`config.mk`:
```
export PLATFORM = sky130hd
export DESIGN_NAME = seven_seg_scan_display_flat
export DESIGN_NICKNAME = d
export VERILOG_FILES = /design/src/rtl/seven_seg_scan_display_if.sv /design/src/rtl/seven_seg_scan_display.sv /design/src/flat_wrapper.sv
export SDC_FILE = /design/constraint.sdc
export NUM_CORES = 1
export LEC_CHECK = 0
export BUFFER_PORTS_ARGS = -buffer_cell sky130_fd_sc_hd__buf_2
export CORE_ASPECT_RATIO = 0.75
export CORE_UTILIZATION = 49
export CTS_CLUSTER_DIAMETER = 150
export DETAILED_ROUTE_END_ITERATION = 8
export PLACE_DENSITY = 0.72
export SLEW_MARGIN = 20
export SYNTH_ARGS = -nofsm -noshare
export SYNTH_HDL_FRONTEND = slang
export SYNTH_SLANG_ARGS = --single-unit
```
`constraint.sdc`:
```
create_clock -name clk -period 2.3 [get_ports clk]
set_input_delay 0 -clock clk [delete_from_list [all_inputs] [get_ports clk]]
set_output_delay 0 -clock clk [all_outputs]
set_load 0.01 [all_outputs]
```
`src/rtl/seven_seg_scan_display_if.sv`:
```
// Display-word handshake: a producer offers a word and mode, the scanner accepts
// it into its shadow register when in_rdy is high.
interface seven_seg_scan_display_if #(
   parameter int NUM_DIGITS = 4
);
   logic                    in_val;
   logic                    in_rdy;
   logic [4*NUM_DIGITS-1:0] in_data;
   logic                    in_mode;

   modport master (output in_val, in_data, in_mode, input in_rdy);
   modport slave  (input in_val, in_data, in_mode, output in_rdy);
endinterface

```
`src/rtl/seven_seg_scan_display.sv`:
```
// Multiplexed seven-segment scanner with double-buffered display word; new words
// land in a shadow register and become visible only at a frame boundary.
module seven_seg_scan_display #(
   parameter int NUM_DIGITS  = 4,
   parameter int REFRESH_DIV = 1000
) (
   input  logic                  clk,
   input  logic                  rst,
   seven_seg_scan_display_if.slave in_bus,
   output logic [6:0]            seg,
   output logic [NUM_DIGITS-1:0] digit_en,
   output logic                  frame_done
);
   localparam int CW = (REFRESH_DIV > 1) ? $clog2(REFRESH_DIV) : 1;
   localparam int IW = (NUM_DIGITS > 1) ? $clog2(NUM_DIGITS) : 1;

   logic [CW-1:0]                r_div;
   logic [IW-1:0]                r_idx;
   logic [NUM_DIGITS-1:0][3:0]   r_act_word;
   logic                         r_act_mode;
   logic [NUM_DIGITS-1:0][3:0]   r_sh_word;
   logic                         r_sh_mode;
   logic                         r_pend;
   logic [6:0]                   r_seg;
   logic [NUM_DIGITS-1:0]        r_den;

   logic                         w_div_wrap;
   logic                         w_frame;
   logic                         w_accept;
   logic [3:0]                   w_nib;
   logic [IW-1:0]                w_msnz;
   logic                         w_blank;
   logic [6:0]                   w_seg_nxt;
   logic [NUM_DIGITS-1:0]        w_den_nxt;

   function automatic logic [6:0] hex_seg(input logic [3:0] n);
      case (n)
         4'h0: hex_seg = 7'h40;  4'h1: hex_seg = 7'h79;
         4'h2: hex_seg = 7'h24;  4'h3: hex_seg = 7'h30;
         4'h4: hex_seg = 7'h19;  4'h5: hex_seg = 7'h12;
         4'h6: hex_seg = 7'h02;  4'h7: hex_seg = 7'h78;
         4'h8: hex_seg = 7'h00;  4'h9: hex_seg = 7'h18;
         4'hA: hex_seg = 7'h08;  4'hB: hex_seg = 7'h03;
         4'hC: hex_seg = 7'h46;  4'hD: hex_seg = 7'h21;
         4'hE: hex_seg = 7'h06;  default: hex_seg = 7'h0E;
      endcase
   endfunction

   assign w_div_wrap = (r_div == CW'(REFRESH_DIV - 1));
   assign w_frame    = w_div_wrap && (r_idx == IW'(NUM_DIGITS - 1));
   assign w_accept   = in_bus.in_val && in_bus.in_rdy;

   // Reset gates the combinational outputs so they are quiet from the first reset cycle.
   assign in_bus.in_rdy = !r_pend && !rst;
   assign frame_done    = w_frame && !rst;
   assign seg           = r_seg;
   assign digit_en      = r_den;

   always_comb begin
      w_msnz = '0;
      for (int k = 0; k < NUM_DIGITS; k++)
         if (r_act_word[k] != 4'h0) w_msnz = IW'(k);
   end

   assign w_nib     = r_act_word[r_idx];
   assign w_blank   = r_act_mode && (r_idx > w_msnz);
   assign w_seg_nxt = w_blank                        ? 7'h7F :
                      (r_act_mode && (w_nib > 4'd9)) ? 7'h3F : hex_seg(w_nib);
   assign w_den_nxt = ~(NUM_DIGITS'(1) << r_idx);

   always_ff @(posedge clk) begin
      if (rst) begin
         r_div      <= '0;
         r_idx      <= '0;
         r_act_word <= '0;
         r_act_mode <= 1'b0;
         r_sh_word  <= '0;
         r_sh_mode  <= 1'b0;
         r_pend     <= 1'b0;
         r_seg      <= 7'h7F;
         r_den      <= '1;
      end else begin
         r_div <= w_div_wrap ? '0 : r_div + CW'(1);
         if (w_div_wrap)
            r_idx <= w_frame ? '0 : r_idx + IW'(1);
         // Copy and accept are exclusive: accept needs pending clear, copy needs it set.
         if (w_frame && r_pend) begin
            r_act_word <= r_sh_word;
            r_act_mode <= r_sh_mode;
            r_pend     <= 1'b0;
         end
         if (w_accept) begin
            r_sh_word <= in_bus.in_data;
            r_sh_mode <= in_bus.in_mode;
            r_pend    <= 1'b1;
         end
         r_seg <= w_seg_nxt;
         r_den <= w_den_nxt;
      end
   end
endmodule

```
`src/flat_wrapper.sv`:
```
// flat-port wrapper written by rule: the top's interface ports become plain ports
module seven_seg_scan_display_flat 
#(
   parameter int NUM_DIGITS  = 4,
   parameter int REFRESH_DIV = 1000
)
  (clk, rst, seg, digit_en, frame_done, in_bus_in_val, in_bus_in_data, in_bus_in_mode, in_bus_in_rdy);
  seven_seg_scan_display_if #(.NUM_DIGITS(NUM_DIGITS)) in_bus_i ();
  input  logic clk;
  input  logic rst;
  output logic [6:0] seg;
  output logic [NUM_DIGITS-1:0] digit_en;
  output logic frame_done;
  input wire logic [$bits(in_bus_i.in_val)-1:0] in_bus_in_val;
  input wire logic [$bits(in_bus_i.in_data)-1:0] in_bus_in_data;
  input wire logic [$bits(in_bus_i.in_mode)-1:0] in_bus_in_mode;
  output wire logic [$bits(in_bus_i.in_rdy)-1:0] in_bus_in_rdy;
  assign in_bus_i.in_val = in_bus_in_val;
  assign in_bus_i.in_data = in_bus_in_data;
  assign in_bus_i.in_mode = in_bus_in_mode;
  assign in_bus_in_rdy = in_bus_i.in_rdy;
  seven_seg_scan_display #(.NUM_DIGITS(NUM_DIGITS), .REFRESH_DIV(REFRESH_DIV)) u_core (.clk(clk), .rst(rst), .in_bus(in_bus_i), .seg(seg), .digit_en(digit_en), .frame_done(frame_done));
endmodule
```
Yosys cells after proc, flatten, opt, wreduce, memory -nomap -nowiden
Memories as Yosys holds them, arrays and structs flattened.
Index checks and enable logic that the tools add are counted.
{"block": "word_totals", "register_bits": 58, "rom_bits": 112, "inputBits": 20, "output_inout_bits": 13, "wordCells": 51, "n_memories": 1}
{"name": "(name not given)", "depth": 16, "word_bits": 7, "read_ports": 1, "rd_ports_with_merged_regs": 0, "write_ports": 0, "line": "seven_seg_scan_display.sv:37", "source": "case (n)"}
{"block": "op_classes", "n_addsub": 2, "order_cmp": 3, "eq_ne": 2, "shifts": 1, "mux": 9, "bitwise": 1, "reduce_logical": 16}
{"op": "4-bit nonzero test", "count": 3}
{"op": "10-bit by 1-bit adder with 10-bit output (second input constant)", "count": 1}
{"op": "10-bit == test (second input constant)", "count": 1}
{"op": "4-bit binary-select mux with 2-bit select", "count": 1}
{"op": "1-bit logical AND", "count": 7}
{"op": "7-bit two-way mux", "count": 1}
{"op": "2-bit two-way mux", "count": 3}
{"op": "4-bit > comparator (second input constant)", "count": 1}
{"op": "4-bit two-way mux", "count": 1}
{"op": "4-bit inverter", "count": 1}
{"op": "2-bit OR reduction", "count": 2}
{"op": "1-bit by 2-bit << shifter with 4-bit output (first input constant)", "count": 1}
{"op": "2-bit by 3-bit less-than comparator with 1-bit output (second input constant)", "count": 1}
{"op": "1-bit two-way mux", "count": 3}
{"op": "3-bit OR reduction", "count": 1}
{"op": "2-bit by 1-bit adder with 2-bit output (second input constant)", "count": 1}
{"op": "2-bit == test (second input constant)", "count": 1}
{"op": "2-bit > comparator", "count": 1}
{"op": "1-bit zero test", "count": 2}
{"op": "2-bit nonzero test", "count": 1}

Depth between registers and ports, before layout
Gate-level depths: netlist of run 1.
{"block": "depth", "ltp_word": 7, "mapped_depth": 7, "ltp_nobuf": 7}

Least setup slack after synthesis of run 1
Ideal clock, no wire load.
{"block": "synth_path", "path_kind": "register to register", "startpoint": "register u_core.r_idx[1]", "endpoint": "register u_core.r_seg[4], in the netlist u_core.seg[4]", "setup_ns": 0.146, "t_arrival_ns": 2.027, "t_required_ns": 2.154, "slack_ns": 0.127, "stages_incl_launch_ff": 7, "n_path_buf": 0, "synth_period_minus_slack_ns": 2.173, "cell_sequence": "dfxtp_1 mux4_2 inv_1 ha_1 o21bai_4 a311oi_4 o221ai_1"}
{"block": "synth_between", "elab_chain_cells": 5, "elab_cells_between_ends": 8, "cone_classes": "order compare: 2; mux: 2; reduce/logical: 3; memory: 1"}
{"item": "start: declaration", "line": "seven_seg_scan_display.sv:18", "source": "logic [IW-1:0] r_idx;"}
{"item": "start signal: assignment", "line": "seven_seg_scan_display.sv:85", "source": "r_idx <= w_frame ? '0 : r_idx + IW'(1);"}
{"item": "4-bit binary-select mux with 2-bit select", "line": "seven_seg_scan_display.sv:65", "source": "assign w_nib = r_act_word[r_idx];"}
{"item": "4-bit two-way mux (implied by the code)", "line": "seven_seg_scan_display.sv:65"}
{"item": "4-bit > comparator", "line": "seven_seg_scan_display.sv:68", "source": "(r_act_mode && (w_nib > 4'd9)) ? 7'h3F : hex_seg(w_nib);"}
{"item": "1-bit logical AND", "line": "seven_seg_scan_display.sv:68"}
{"item": "3-bit OR reduction (no source line)"}
{"item": "end signal: assignment", "line": "seven_seg_scan_display.sv:97", "source": "r_seg <= w_seg_nxt;"}
{"item": "end: declaration", "line": "seven_seg_scan_display.sv:24", "source": "logic [6:0] r_seg;"}
Parallel ways exist; a longest one is shown, timed or not. The select of a mux whose other input is x is not followed.
A chain may end at the register's enable or synchronous reset.

Final worst setup path of run 1
{"block": "layout_path", "startpoint": "register u_core.r_act_word[15] (netlist name)", "endpoint": "register u_core.r_seg[4], in the netlist u_core.seg[4]"}
{"block": "layout_between", "elab_chain_cells": 5, "elab_cells_between_ends": 10, "cone_classes": "order compare: 2; mux: 3; reduce/logical: 4; memory: 1"}
{"item": "start: declaration", "line": "seven_seg_scan_display.sv:19", "source": "logic [NUM_DIGITS-1:0][3:0] r_act_word;"}
{"item": "start signal: assignment", "line": "seven_seg_scan_display.sv:88", "source": "r_act_word <= r_sh_word;"}
{"item": "4-bit binary-select mux with 2-bit select / 4-bit nonzero test (equally long branches)", "line": "seven_seg_scan_display.sv:65, seven_seg_scan_display.sv:62"}
{"item": "4-bit two-way mux (implied by the code) / 2-bit two-way mux (equally long branches)", "line": "seven_seg_scan_display.sv:65, seven_seg_scan_display.sv:62"}
{"item": "4-bit > comparator / 2-bit > comparator (equally long branches)", "line": "seven_seg_scan_display.sv:68, seven_seg_scan_display.sv:66"}
{"item": "1-bit logical AND, on equally long branches", "line": "seven_seg_scan_display.sv:68, seven_seg_scan_display.sv:66"}
{"item": "3-bit OR reduction (no source line)"}
Parallel ways exist; a longest one is shown, timed or not. The select of a mux whose other input is x is not followed.

==> impl_results.html, run 1 <==
<table>
<tr><th>Metric</th><th>Value</th></tr>
<tr><th colspan="2">Setup path</th></tr>
<tr><td>Worst Path Arrival</td><td>2.45 ns</td></tr>
<tr><td>Required @ worst endpoint</td><td>2.49 ns</td></tr>
<tr><td>Start-to-end type of the worst setup path</td><td>reg -&gt; reg</td></tr>
<tr><td>Max Fanout on Critical Path</td><td>6</td></tr>
<tr><td>Setup crit start kind</td><td>register</td></tr>
<tr><td>Worst setup EP type</td><td>register</td></tr>
<tr><th colspan="2">Layout</th></tr>
<tr><td>Net count, final</td><td>357</td></tr>
<tr><td>Most frequent cells in the layout</td><td>54 x dfxtp_1, 37 x nor2_1, 32 x buf_2</td></tr>
<tr><td># fillers</td><td>425</td></tr>
<tr><td>Layout-stage area growth over the synthesis result</td><td>24.91%</td></tr>
<tr><td>Non-Filler Instances</td><td>391</td></tr>
<tr><td>Antenna diode instance count</td><td>0</td></tr>
<tr><td>Share of cells above drive strength 1</td><td>0.2145</td></tr>
<tr><td>Most frequent standard cell in the layout excluding fill and tap cells</td><td>dfxtp_1</td></tr>
<tr><th colspan="2">Synthesis</th></tr>
<tr><td>Cell area after technology mapping</td><td>2551 um^2</td></tr>
<tr><td>Syn nets</td><td>302</td></tr>
<tr><td>Main synth FF type</td><td>dfxtp_1</td></tr>
<tr><td>Sequential element share of the synthesized area</td><td>0.4551</td></tr>
<tr><td>Count of mapped cells out of synthesis</td><td>271</td></tr>
<tr><td>Number of warnings reported in the yosys synthesis log</td><td>0</td></tr>
<tr><td>Cell type contributing the most total cell area after synthesis</td><td>dfxtp_1</td></tr>
<tr><td>Synth top area share</td><td>0.4551</td></tr>
<tr><td>Async set-reset flop share out of synthesis</td><td>0</td></tr>
<tr><td>Biggest area contributors in the synthesized netlist</td><td>dfxtp_1 46%, mux2i_1 7.8%, nand2b_1 6.1%</td></tr>
<tr><td>Synthesized area per cell</td><td>9.414 um^2</td></tr>
<tr><td>Number of flops mapped to enable cells by yosys</td><td>0</td></tr>
<tr><td>FF+latch count, synth</td><td>58</td></tr>
<tr><td>Unique masters post-synth</td><td>38</td></tr>
<tr><th colspan="2">Clock tree</th></tr>
<tr><td>Maximum level of the CTS H-tree</td><td>3</td></tr>
<tr><td>CTS tree</td><td>built</td></tr>
<tr><td>Count of clock tree sinks</td><td>58</td></tr>
<tr><td>Clk slew on worst S/H paths</td><td>0.07 ns</td></tr>
<tr><td>Number of buffers inserted during clock tree synthesis</td><td>9</td></tr>
<tr><td>CTS Root Cell</td><td>clkbuf_8</td></tr>
<tr><td>Clock latency on the worst-skew pair</td><td>0.34 ns</td></tr>
<tr><td>Clk buf depth</td><td>2</td></tr>
<tr><th colspan="2">Die</th></tr>
<tr><td>Number of standard-cell rows in the floorplan</td><td>22</td></tr>
<tr><td>Die Y</td><td>64.49 um</td></tr>
<tr><td>Initial Utilization</td><td>0.5149</td></tr>
<tr><td>Chip Width</td><td>85.32 um</td></tr>
<tr><td>DIE AREA</td><td>5502 um^2</td></tr>
<tr><td>Area of the core region</td><td>4955 um^2</td></tr>
<tr><td>Top-level I/O count</td><td>33</td></tr>
<tr><th colspan="2">Timing</th></tr>
<tr><td>Max-Slew Margin vs Limit</td><td>0.3679</td></tr>
<tr><td>Achievable Freq</td><td>0.4436 GHz</td></tr>
<tr><td>Final setup violation count</td><td>0</td></tr>
<tr><td>Max-slew violation total from the final report</td><td>0</td></tr>
<tr><td>Worst clock skew</td><td>0.007598 ns</td></tr>
<tr><td>Worst hold-check slack</td><td>0.1832 ns</td></tr>
<tr><td>Final Hold Vio Count</td><td>0</td></tr>
<tr><td>Fraction of the cycle the final worst path needs</td><td>0.9801</td></tr>
<tr><td>Unrepaired setup endpoints after global routing</td><td>true</td></tr>
<tr><td>Smallest setup slack after layout</td><td>0.04580 ns</td></tr>
<tr><td>Tightest Pin Transition</td><td>0.9481 ns</td></tr>
<tr><td>Time the final worst path needs with I/O delays and setup</td><td>2.254 ns</td></tr>
<tr><th colspan="2">Pwr</th></tr>
<tr><td>Worst supply voltage drop on vdd</td><td>0.4723 mV</td></tr>
<tr><td>PD cells</td><td>662.9 nW/um^2</td></tr>
<tr><td>Total leakage power</td><td>1.401 nW</td></tr>
<tr><th colspan="2">Placed design</th></tr>
<tr><td>Port bufs</td><td>32</td></tr>
<tr><td>Dpl ws</td><td>-0.01503 ns</td></tr>
<tr><td>Last weighted congestion value of the routability-driven placer</td><td>0.8348</td></tr>
<tr><td>Detail Placement HPWL</td><td>2994 um</td></tr>
<tr><td>Placed Cells incl. Taps</td><td>354</td></tr>
<tr><th colspan="2">Global routing</th></tr>
<tr><td>Largest net degree at the start of global routing</td><td>47</td></tr>
<tr><td>Residual overflow from global routing</td><td>0</td></tr>
<tr><td>Number of antenna violations at the first check in global routing</td><td>0</td></tr>
<tr><td>Wire length of the first global-routing pass</td><td>8659 um</td></tr>
<tr><td>Vias in the first global route</td><td>1969</td></tr>
<tr><td>All-Layer GR Usage</td><td>0.2057</td></tr>
<tr><th colspan="2">Detailed routing</th></tr>
<tr><td>Total detailed-routing wirelength</td><td>4847 um</td></tr>
<tr><td>Starting DRT DRC Count</td><td>69</td></tr>
<tr><td>Detailed-router iteration count before antenna repair</td><td>4</td></tr>
<tr><td>Routed length per placed instance</td><td>12.40 um</td></tr>
<tr><td>Via count of the routed design</td><td>1968</td></tr>
<tr><td>Remaining number of nets flagged by the antenna check after routing</td><td>0</td></tr>
<tr><td>Post-detailed-route via-to-cell ratio</td><td>5.033</td></tr>
<tr><td>DRC Markers</td><td>0</td></tr>
<tr><th colspan="2">Run</th></tr>
<tr><td>Number of maximum-capacitance constraint violations</td><td>0</td></tr>
<tr><th colspan="2">Hold path</th></tr>
<tr><td>Worst hold path type</td><td>in -&gt; reg</td></tr>
<tr><th colspan="2">Run status</th></tr>
<tr><td>Run status</td><td>finished clean</td></tr>
</table>
## layer usage
metal	share of wire	vias up	routed length, um	global-route usage
met3	0.048	8	233	0.07643
met4	0.0097	0	47	0.07500
met5	0	-	0	0
met1	0.50	894	2429	0.2504
li1	-	1027	-	-
met2	0.44	39	2136	0.3357
## layout make-up
type | instances | area (um^2) | share of cell area
well taps | 60 | 75.07 | 0.02356
repair buffers | 59 | 407.9 | 0.1280
clock buffers | 11 | 151.4 | 0.04751
clock inverters | 5 | 52.55 | 0.01649
inverters | 6 | 22.52 | 0.007067
multi-input cells | 192 | 1311 | 0.4115
flip-flops and latches | 58 | 1166 | 0.3659
## synthesized netlist by cell type, types with 2 or more instances
| cell type | count |
|---|---|
| o211ai_1 | 3 |
| ha_1 | 11 |
| nand2_1 | 25 |
| buf_2 | 2 |
| o21bai_1 | 3 |
| nand3_1 | 5 |
| nand2b_1 | 25 |
| and2_1 | 4 |
| o21ai_1 | 2 |
| mux4_2 | 4 |
| o21ai_0 | 17 |
| xor2_1 | 4 |
| clkbuf_1 | 12 |
| dfxtp_1 | 58 |
| nand4_1 | 4 |
| mux2i_1 | 20 |
| xnor2_1 | 4 |
| nor2_1 | 38 |
| nor3_1 | 3 |
| or4_1 | 2 |
| inv_1 | 6 |
| nor2b_1 | 3 |
## through the flow
step	TNS [ns]	instance area (um^2)	total power, W	utilization
2_1_floorplan	0	2551	0.001129	-
3_3_place_gp	0	2765	0.001163	0.5581
3_5_place_dp	-0.01503	2765	0.001164	0.5581
4_1_cts	0	3149	0.002140	0.6356
5_1_grt	-0.07747	3187	0.002208	0.6432
6_report	0	3187	0.002113	0.6432
## registers in the layout, summed over array words and instances, names as in the netlist, 2 cells and up
signal / cells
u_core.digit_en: 4
u_core.r_act_word: 16
u_core.r_idx: 2
u_core.r_sh_word: 16
u_core.seg: 7
u_core.r_div: 10
## what timing repair did
action                                  CTS  global route
hold buffers                             18             0
setup buffers                             0             3
resized for setup                         0             7
endpoints found under the setup margin    1             6
pin swaps                                 1             2
endpoints found under the hold margin    18             0
## final timing paths
path / cells past startpoint / slack [ns] / from / to
setup / recovery: 7 / 0.05 / u_core.r_act_word[15] / u_core.seg[4]
hold / removal: 3 / 0.18 / rst / u_core.r_div[2]
setup reg to reg: 7 / 0.05 / u_core.r_act_word[15] / u_core.seg[4]
hold reg to reg: 1 / 0.45 / u_core.r_div[0] / u_core.r_div[0]
## logic make-up after synthesis
group	share of synthesized area
AND/OR/NAND/NOR	0.2227
flip-flops	0.4551
AO/OA/AOI/OAI	0.08779
multiplexers	0.1182
buffers and inverters	0.03482
adder cells (fa/ha/maj)	0.05395
XOR/XNOR	0.02746
## critical path, cell delays in order, from the launching register on
cell,delay [ns]
dfxtp_2,0.32
or4_4,0.53
nor2_2,0.12
ha_1,0.25
nor2b_1,0.14
o211a_1,0.24
a311oi_4,0.34
o221ai_1,0.18
## report_power, final
group	switching (W)	internal, W	total [W]
combinational	0.0000512	0.0000615	0.000113
clock	0.000393	0.000553	0.000945
sequential	0.0000168	0.00104	0.00105
total	0.000461	0.00165	0.00211
Power figures use the tool's default switching activity.
==> inputs of run 2 (changes only) <==
--- a/config.mk
+++ b/config.mk
@@ -9,6 +9,6 @@
 export CORE_ASPECT_RATIO = 0.75
-export CORE_UTILIZATION = 49
+export CORE_UTILIZATION = 40
 export CTS_CLUSTER_DIAMETER = 150
 export DETAILED_ROUTE_END_ITERATION = 8
-export PLACE_DENSITY = 0.72
+export MAX_ROUTING_LAYER = met4
 export SLEW_MARGIN = 20
==> constraint.sdc (replaced) <==
create_clock -name clk -period 2.3 [get_ports clk]
set_input_delay 0.115 -clock clk [delete_from_list [all_inputs] [get_ports clk]]
set_output_delay 0.115 -clock clk [all_outputs]
set_load 0.01 [all_outputs]
==> run 2 against run 1 <==
Global-route usage decreased by 3.8 points. Combinational power about the same. Via count decreased by 1.7%. Cell count increased by 3.3%. Final area decreased by 1.2%. Setup slack improved by 0.0022 ns. Critical endpoint unchanged.
==> impl_results.html, run 2 (same netlist as run 1, synthesis figures left out) <==
<table>
<tr><th>Metric</th><th>Value</th></tr>
<tr><th colspan="2">Detailed routing</th></tr>
<tr><td>Via count of the routed design</td><td>1935 (-1.7%)</td></tr>
<tr><td>Starting DRT DRC Count</td><td>69 (unchanged)</td></tr>
<tr><td>Remaining number of nets flagged by the antenna check after routing</td><td>0 (unchanged)</td></tr>
<tr><td>Routed length per placed instance</td><td>12.02 um (-3.0%)</td></tr>
<tr><td>Detailed-router iteration count before antenna repair</td><td>4 (unchanged)</td></tr>
<tr><td>Total detailed-routing wirelength</td><td>4856 um (+0.19%)</td></tr>
<tr><td>DRC Markers</td><td>0 (unchanged)</td></tr>
<tr><td>Post-detailed-route via-to-cell ratio</td><td>4.790 (-4.8%)</td></tr>
<tr><th colspan="2">Pwr</th></tr>
<tr><td>P_int</td><td>0.001580 W (-4.3%)</td></tr>
<tr><td>Proportion of power drawn by combinational gates</td><td>0.055 (+0.002)</td></tr>
<tr><td>Total power draw</td><td>0.002015 W (-4.6%)</td></tr>
<tr><td>Total leakage power</td><td>1.372 nW (-2.0%)</td></tr>
<tr><td>PD cells</td><td>639.9 nW/um^2 (-3.5%)</td></tr>
<tr><td>Switching share of power</td><td>0.2158 (-0.002245)</td></tr>
<tr><td>Share of total power in the clock network</td><td>0.422 (-0.026)</td></tr>
<tr><td>Sequential fraction of design power</td><td>0.523 (+0.024)</td></tr>
<tr><td>Switching power</td><td>0.0004349 W (-5.6%)</td></tr>
<tr><td>Worst supply voltage drop on vdd</td><td>0.4190 mV (-11%)</td></tr>
<tr><th colspan="2">Die</th></tr>
<tr><td>Initial Utilization</td><td>0.4269 (-0.08797)</td></tr>
<tr><td>Number of standard-cell rows in the floorplan</td><td>24 (+9.1%)</td></tr>
<tr><td>Die Y</td><td>71.17 um (+10%)</td></tr>
<tr><td>Top-level I/O count</td><td>33 (unchanged)</td></tr>
<tr><td>Chip Width</td><td>94.22 um (+10%)</td></tr>
<tr><td>DIE AREA</td><td>6705 um^2 (+22%)</td></tr>
<tr><td>Area of the core region</td><td>5976 um^2 (+21%)</td></tr>
<tr><th colspan="2">Clock tree</th></tr>
<tr><td>Setup Fix Bufs, Post-CTS</td><td>0 (unchanged)</td></tr>
<tr><td>Clk buf depth</td><td>2 (unchanged)</td></tr>
<tr><td>Clk slew on worst S/H paths</td><td>0.06 ns (about the same)</td></tr>
<tr><td>CTS tree</td><td>built</td></tr>
<tr><td>Number of buffers inserted during clock tree synthesis</td><td>9 (unchanged)</td></tr>
<tr><td>Clock latency on the worst-skew pair</td><td>0.34 ns (about the same)</td></tr>
<tr><td>Maximum level of the CTS H-tree</td><td>3 (unchanged)</td></tr>
<tr><td>Count of clock tree sinks</td><td>58 (unchanged)</td></tr>
<tr><td>CTS Root Cell</td><td>clkbuf_8</td></tr>
<tr><th colspan="2">Layout</th></tr>
<tr><td>Most frequent cells in the layout</td><td>57 x dfxtp_1, 37 x nor2_1, 32 x buf_2</td></tr>
<tr><td>Non-Filler Instances</td><td>404 (+3.3%)</td></tr>
<tr><td>Layout-stage area growth over the synthesis result</td><td>23.44%</td></tr>
<tr><td>Share of cells above drive strength 1</td><td>0.1933 (-0.02125)</td></tr>
<tr><td>Post-route cell area</td><td>3149 um^2 (-1.2%)</td></tr>
<tr><td>Top flop regs</td><td>u_core.r_act_word (16), u_core.r_sh_word (16), u_core.r_div (10)</td></tr>
<tr><td>Most frequent standard cell in the layout excluding fill and tap cells</td><td>dfxtp_1</td></tr>
<tr><td>Antenna diode instance count</td><td>0 (unchanged)</td></tr>
<tr><td>Net count, final</td><td>354 (-0.84%)</td></tr>
<tr><th colspan="2">Timing</th></tr>
<tr><td>Smallest setup slack after layout</td><td>0.04802 ns (+0.002218 ns)</td></tr>
<tr><td>Achievable Freq</td><td>0.4441 GHz (about the same)</td></tr>
<tr><td>Max-Slew Margin vs Limit</td><td>0.3770 (+0.009097)</td></tr>
<tr><td>Final Hold Vio Count</td><td>0 (unchanged)</td></tr>
<tr><td>Max-slew violation total from the final report</td><td>0 (unchanged)</td></tr>
<tr><td>Worst clock skew</td><td>0.009718 ns (+0.002120 ns)</td></tr>
<tr><td>Time the final worst path needs with I/O delays and setup</td><td>2.252 ns (-0.002218 ns)</td></tr>
<tr><td>Unrepaired setup endpoints after global routing</td><td>true</td></tr>
<tr><td>Setup TNS</td><td>0 ns (unchanged)</td></tr>
<tr><td>Fraction of the cycle the final worst path needs</td><td>0.9791 (about the same)</td></tr>
<tr><td>Final setup violation count</td><td>0 (unchanged)</td></tr>
<tr><td>Tightest Pin Transition</td><td>0.9345 ns (-0.01365 ns)</td></tr>
<tr><th colspan="2">Setup path</th></tr>
<tr><td>Start-to-end type of the worst setup path</td><td>reg -&gt; reg</td></tr>
<tr><td>Max Fanout on Critical Path</td><td>6 (unchanged)</td></tr>
<tr><td>Setup crit start kind</td><td>register</td></tr>
<tr><td>Critical Path Sink</td><td>u_core.seg[4]</td></tr>
<tr><td>Depth of the worst register-to-register path</td><td>7 (unchanged)</td></tr>
<tr><td>Critical register-to-register path startpoint</td><td>u_core.r_act_word[12]</td></tr>
<tr><td>Required @ worst endpoint</td><td>2.49 ns (about the same)</td></tr>
<tr><td>Setup slack of the most critical reg-to-reg path</td><td>0.05 ns (about the same)</td></tr>
<tr><td>Worst Path Arrival</td><td>2.45 ns (about the same)</td></tr>
<tr><td>Reg-to-Reg End</td><td>u_core.seg[4]</td></tr>
<tr><td>Worst setup EP type</td><td>register</td></tr>
<tr><td>Crit. Startpoint</td><td>u_core.r_act_word[12]</td></tr>
<tr><th colspan="2">Global routing</th></tr>
<tr><td>Wire length of the first global-routing pass</td><td>8259 um (-4.6%)</td></tr>
<tr><td>Residual overflow from global routing</td><td>0 (unchanged)</td></tr>
<tr><td>Vias in the first global route</td><td>1807 (-8.2%)</td></tr>
<tr><td>Largest net degree at the start of global routing</td><td>47 (unchanged)</td></tr>
<tr><td>All-Layer GR Usage</td><td>0.1677 (-0.03800)</td></tr>
<tr><td>Number of antenna violations at the first check in global routing</td><td>0 (unchanged)</td></tr>
<tr><th colspan="2">Hold path</th></tr>
<tr><td>Worst hold path type</td><td>in -&gt; reg</td></tr>
<tr><th colspan="2">Placed design</th></tr>
<tr><td>Port bufs</td><td>32 (unchanged)</td></tr>
<tr><td>Area after DPL</td><td>2795 um^2 (+1.1%)</td></tr>
<tr><td>Detail Placement HPWL</td><td>3210 um (+7.2%)</td></tr>
<tr><td>Placed Cells incl. Taps</td><td>373 (+5.4%)</td></tr>
<tr><td>Last weighted congestion value of the routability-driven placer</td><td>0.7529 (-9.8%)</td></tr>
<tr><td>Dpl ws</td><td>-0.02270 ns (-0.007670 ns)</td></tr>
<tr><th colspan="2">Run status</th></tr>
<tr><td>Run status</td><td>finished clean</td></tr>
<tr><th colspan="2">Run</th></tr>
<tr><td>Number of maximum-capacitance constraint violations</td><td>0 (unchanged)</td></tr>
</table>
[run 2: routing by layer]
layer  GRT usage  up-vias  wire length (um)
met4     0.06667        0                65
met1      0.2113      872              2450
met2      0.2399       36              2086
met5           -        -                 0
li1            -     1019                 -
met3     0.06452        8               254
[run 2: per-stage QoR]
step | hold slack (ns) | util
2_1_floorplan | 0.2236 | -
3_3_place_gp | 0.3071 | 0.4678
3_5_place_dp | 0.3139 | 0.4678
4_1_cts | 0.04568 | 0.5251
5_1_grt | 0.06078 | 0.5270
6_report | 0.05747 | 0.5270
[run 2: layout make-up]
class	count	area, um^2
clock buffer	10	127.6
multi-input combinational	192	1311
sequential	58	1162
timing repair buffer	56	382.9
clock inverter	4	45.04
tap	78	97.59
inverter	6	22.52
fill	562	2826
[run 2: power by group through the flow]
stage / clock [W] / combinational [W] / sequential, W
final: 0.000850 / 0.000111 / 0.00105
after global routing: 0.000930 / 0.000127 / 0.00106
after CTS: 0.000881 / 0.000112 / 0.00105
after detailed placement: 0 / 0.0000893 / 0.00108
after global placement: 0 / 0.0000877 / 0.00108
after floorplan: 0 / 0.0000537 / 0.00108
[run 2: how the worst min path moves through the flow]
stage / from / end / cells after the start
6_report: in_bus_in_val / u_core.r_pend / 3
5_1_grt: in_bus_in_val / u_core.r_pend / 3
4_1_cts: in_bus_in_val / u_core.r_pend / 3
3_5_place_dp: in_bus_in_data[8] / u_core.r_sh_word[8] / 3
3_3_place_gp: in_bus_in_data[13] / u_core.r_sh_word[13] / 3
2_1_floorplan: in_bus_in_mode / u_core.r_sh_mode / 2
[run 2: what timing repair did]
item | 4_1_cts | 5_1_grt
endpoints found under the hold margin | 17 | 0
pin swaps | 1 | 1
setup endpoints to repair | 1 | 5
gates resized for setup | 0 | 4
hold buffers | 17 | 0
[run 2: worst max-delay path: stages, from the launching register on]
cell      delay (ns)
dfxtp_1         0.31
or4_4           0.54
nor2_2          0.12
ha_1            0.24
nor2b_1         0.14
o211a_1         0.24
a311oi_4        0.35
o221ai_1        0.18
